<file path="config.mk">
export PLATFORM = sky130hd
export DESIGN_NAME = change_dispenser
export DESIGN_NICKNAME = d
export VERILOG_FILES = /design/src/rtl/change_dispenser_pkg.sv /design/src/rtl/change_dispenser.sv
export SDC_FILE = /design/constraint.sdc
export NUM_CORES = 1
export LEC_CHECK = 0
export ABC_AREA = 0
export CORE_ASPECT_RATIO = 0.75
export CORE_MARGIN = 3
export CORE_UTILIZATION = 29
export DETAILED_ROUTE_END_ITERATION = 12
export PLACE_DENSITY = 0.57
export SETUP_SLACK_MARGIN = 0.3
export SYNTH_ARGS = -nofsm -noshare
export SYNTH_HDL_FRONTEND = slang
export SYNTH_SLANG_ARGS = --single-unit
</file>
<file path="constraint.sdc">
create_clock -name clk -period 3.35 [get_ports clk]
set_clock_uncertainty 0.1 [all_clocks]
set_input_delay 0.335 -clock clk [delete_from_list [all_inputs] [get_ports clk]]
set_output_delay 0.335 -clock clk [all_outputs]
set_load 0.01 [all_outputs]
</file>
<file path="src/rtl/change_dispenser_pkg.sv">
// Shared definitions for the change dispenser: FSM state encoding and coin denominations.
package change_dispenser_pkg;

  typedef enum logic [1:0] {
    ST_IDLE = 2'd0,
    ST_REQ  = 2'd1,
    ST_GAP  = 2'd2,
    ST_DONE = 2'd3
  } state_e;

  // Value driven on coin_val: one-unit or two-unit coin.
  localparam logic COIN_ONE = 1'b0;
  localparam logic COIN_TWO = 1'b1;

endpackage

</file>
<file path="src/rtl/change_dispenser.sv">
// Change dispenser: pays out a loaded credit as a stream of one/two-unit coin requests,
// with a guaranteed one-cycle request gap between coins, cancel and a done pulse.
module change_dispenser
  import change_dispenser_pkg::*;
#(
  parameter int unsigned n = 4
) (
  input  logic         clk,
  input  logic         reset,
  input  logic         load,
  input  logic [n-1:0] amount,
  input  logic         cancel,
  input  logic         coin_ack,
  output logic         coin_req,
  output logic         coin_val,
  output logic         busy,
  output logic         done,
  output logic [n-1:0] remaining
);

  state_e         state_q, state_d;
  logic [n-1:0]   remaining_q, remaining_d;
  logic           coin_req_q, coin_req_d;
  logic           coin_val_q, coin_val_d;
  logic           busy_q, busy_d;
  logic           done_q, done_d;
  logic [n-1:0]   coin_step_c;

  // Units paid by the coin currently being requested.
  assign coin_step_c = (coin_val_q == COIN_TWO) ? n'(2) : n'(1);

  // State and remaining-credit registers.
  always_ff @(posedge clk or negedge reset) begin
    if (!reset) begin
      state_q     <= ST_IDLE;
      remaining_q <= '0;
    end else begin
      state_q     <= state_d;
      remaining_q <= remaining_d;
    end
  end

  // Next-state and next-remaining logic.
  always_comb begin
    state_d     = state_q;
    remaining_d = remaining_q;
    unique case (state_q)
      ST_IDLE: begin
        if (load) begin
          remaining_d = amount;
          state_d     = (amount == '0) ? ST_DONE : ST_REQ;
        end
      end
      ST_REQ: begin
        if (coin_ack) begin
          // Saturating subtract so the credit can never wrap.
          remaining_d = (remaining_q > coin_step_c) ? (remaining_q - coin_step_c) : '0;
          if (remaining_d == '0) begin
            state_d = ST_DONE;
          end else if (cancel) begin
            state_d = ST_IDLE;
          end else begin
            state_d = ST_GAP;
          end
        end else if (cancel) begin
          state_d = ST_IDLE;
        end
      end
      ST_GAP: begin
        state_d = cancel ? ST_IDLE : ST_REQ;
      end
      ST_DONE: begin
        state_d = ST_IDLE;
      end
      default: begin
        state_d = ST_IDLE;
      end
    endcase
  end

  // Moore output decode, taken from the next state so the outputs can be registered
  // and still line up with the state they describe.
  always_comb begin
    coin_req_d = 1'b0;
    coin_val_d = COIN_ONE;
    busy_d     = 1'b0;
    done_d     = 1'b0;
    if (state_d == ST_REQ) begin
      coin_req_d = 1'b1;
      coin_val_d = (remaining_d >= n'(2)) ? COIN_TWO : COIN_ONE;
    end
    busy_d = (state_d != ST_IDLE);
    done_d = (state_d == ST_DONE);
  end

  // Output registers.
  always_ff @(posedge clk or negedge reset) begin
    if (!reset) begin
      coin_req_q <= 1'b0;
      coin_val_q <= COIN_ONE;
      busy_q     <= 1'b0;
      done_q     <= 1'b0;
    end else begin
      coin_req_q <= coin_req_d;
      coin_val_q <= coin_val_d;
      busy_q     <= busy_d;
      done_q     <= done_d;
    end
  end

  assign coin_req  = coin_req_q;
  assign coin_val  = coin_val_q;
  assign busy      = busy_q;
  assign done      = done_q;
  assign remaining = remaining_q;

endmodule

</file>
==> results.md <==
* Run status: complete, no violations
* Design Area, Final at 898 um^2
* Setup repair bufs after CTS at 0
* Most common cell after layout, fill and taps aside: clkdlybuf4s50_1
* CP Launch Type: flop
* CP dominant cell by count: inv_1
* Starting Density at 0.323
* Fin. Hold Viols at 0
* RSZ-0062 raised after global routing: no
* Longest Clk Path Bufs at 2
* DIE HEIGHT at 48.1 um
* Final worst path period share at 0.743
* Minimum clock period after layout at 2490 ps
* Post-Synthesis Cells at 75
* Largest delay contributor family on the critical path: simple AND/OR/NAND/NOR gates
* Finish-stage setup viols at 0
* Total negative slack at 0 ps
* Yosys cell types at 32
* Async SR Flop Fraction at 1.00
* Clock sink count at 10
* Top FF cell, synth: dfrtp_1
* Mapped Area at 686 um^2
* Gr usage total at 0.123
* I/O Buffers at 16
* Clock-pin slew on the worst setup and hold paths at 60 ps
* First drt pass iteration count at 4
* Drc violations at 0
* Vias in the first global route at 554
* Routed WL at 1660 um
* Largest net degree at the start of global routing at 12
* Ys Warns at 0
* Worst Setup End Kind: flop
* Req. time, crit path at 3450 ps
* Mapped Avg Cell Area at 9.14 um^2
* Initial antenna violation count at 0
* Post-CTS resize count at 0
* Grt ovf at 0
* Internal at 0.000491 W
* Critical path's largest stage delay at 510 ps
* Layout Nets at 106
* Clk pwr share at 0.098
* Area growth syn-to-layout at 31.0%
* Slowest CP cell: or4bb_1
* DR vias/cell at 4.92
* Commonest non-fill, non-tap cells in the layout: clkdlybuf4s50_1 (16), dfrtp_1 (10), inv_1 (7), nor2_1 (7)
* Vias at 610
* Synthesized Nets at 87
* Post-Layout Cell Count at 124
* Cts hold-fix bufs at 0
* Number of enable flip-flop cells after synthesis at 0
* Worst Path Max Fanout at 3
* I/O pin count at 17
* X dimension of the die at 62.1 um
* CP Data Arrival Time at 2590 ps
* Max frequency at 0.402 GHz
* Critical path cell sequence: inv_1 > ha_1 > inv_1 > fa_1 > or4bb_1 > o211ai_2 > nand4_1 > and2_1 > nand2_1
* Routability-driven placement congestion ratio at 0.826
* Critical path class: flop to flop
* Clock latency on the worst-skew pair at 260 ps
* Peak supply drop at 0.527 mV
* Routed Antenna Nets at 0
* Hold crit path type: input pin to async pin
* Logic pwr share at 0.612
* WL per Instance at 13.4 um
* Pwr dens at 943 nW/um^2
* Net Sw Frac at 0.420
* Antenna Cells at 0
* Core ar. at 2120 um^2
* First-pass GRT wire length at 2700 um
* Root Buffer: clkbuf_4
* Critical path buffer and inverter count at 2
* CTS Buf Count at 3
* Flop pwr share at 0.290
* Pleak at 0.381 nW
* Sw power at 0.000356 W
* Worst Tran Pin Value at 472 ps
* CTS tree: yes
* Detail Placement HPWL at 1240 um
* Worst slew margin at 0.684
* Layout cells sized above 1 at 0.109
* Max Slew Vio Count at 0
* Max Cap Violations at 0
* CTS H-tree lvls at 1
* Seq/Total Area, Yosys at 0.365
* #FFs+latches synth at 10
* Die ar. at 2990 um^2
* Cell row count at 14
* Iteration-0 DRC Markers at 31
* Post-Place Cells at 121
* Placement Cell Area at 876 um^2
-- through the flow --
step	setup WS (ps)	total power [W]	hold slack (ps)	utilization
floorplan	993	0.000593	-60.6	-
global placement	894	0.000760	511	0.413
detailed placement	891	0.000760	524	0.413
CTS	859	0.000849	310	0.424
global route	735	0.000922	328	0.424
finish	861	0.000847	293	0.424
-- state kept, by name (all words and copies together), names as in the netlist --
name	flops
done	1
busy	1
remaining	4
coin_req	1
coin_val	1
state_q	2
-- path summary, 6_finish.rpt --
kind / startpoint / to / slack (ps) / cells past startpoint
worst max-delay path: coin_val / busy / 860 / 9
worst min-delay path: reset / remaining[0] / 290 / 1
worst max register to register: coin_val / busy / 860 / 9
worst min register to register: remaining[0] / remaining[0] / 540 / 2
max in group asynchronous: reset / busy / 2540 / 1
min in group clk: remaining[0] / remaining[0] / 540 / 2
-- cell usage after synthesis (2+ instances only) --
| cell type | instances | area (um^2) |
|---|---|---|
| nand2b_1 | 3 | 18.8 |
| or3_1 | 2 | 12.5 |
| a21oi_1 | 3 | 15.0 |
| nor2b_1 | 3 | 18.8 |
| a31oi_1 | 5 | 31.3 |
| or4bb_1 | 2 | 22.5 |
| o211ai_2 | 2 | 25.0 |
| nor2_1 | 7 | 26.3 |
| inv_1 | 7 | 26.3 |
| ha_1 | 2 | 25.0 |
| nand2_1 | 4 | 15.0 |
| dfrtp_1 | 10 | 250 |
| o21ai_0 | 5 | 25.0 |
| buf_2 | 2 | 10.0 |
-- layer usage --
layer  routed length (um)  part of all wire  GRT usage
met1                  885              0.53      0.173
met4                   10            0.0060     0.0396
met2                  597              0.36      0.165
met5                    0                 0          0
met3                  168              0.10     0.0576
-- worst reg2reg max path: stages (launching register included) --
cell      delay, ps
dfrtp_1         390
inv_1           130
ha_1            180
inv_1            50
fa_1            480
or4bb_1         510
o211ai_2        100
nand4_1         190
and2_1          230
nand2_1          70
-- kinds of logic (layout without fill, tap and decap cells) --
logic type               count (synthesis)  in the layout  synth area share
adder cells (fa/ha/maj)                  3              3            0.0657
AND/OR/NAND/NOR                         32             32             0.292
flip-flops                              10             10             0.365
AO/OA/AOI/OAI                           21             21             0.224
buffers and inverters                    9             26            0.0529
-- final cells by class --
class	count	area (um^2)
Clock buffer	3	22.5
Fill cell	212	1220
Inverter	7	26.3
Multi-Input combinational cell	56	399
Sequential cell	10	250
Tap cell	32	40.0
Timing Repair Buffer	16	160
-- power groups by stage --
stage,logic [W],clock network [W],registers (W)
global placement,0.000514,0,0.000247
floorplan,0.000356,0,0.000237
detailed placement,0.000514,0,0.000246
finish,0.000518,0.0000830,0.000246
CTS,0.000518,0.0000856,0.000245
global route,0.000570,0.0000941,0.000258
Note: power is estimated with default switching activity, not from simulation.
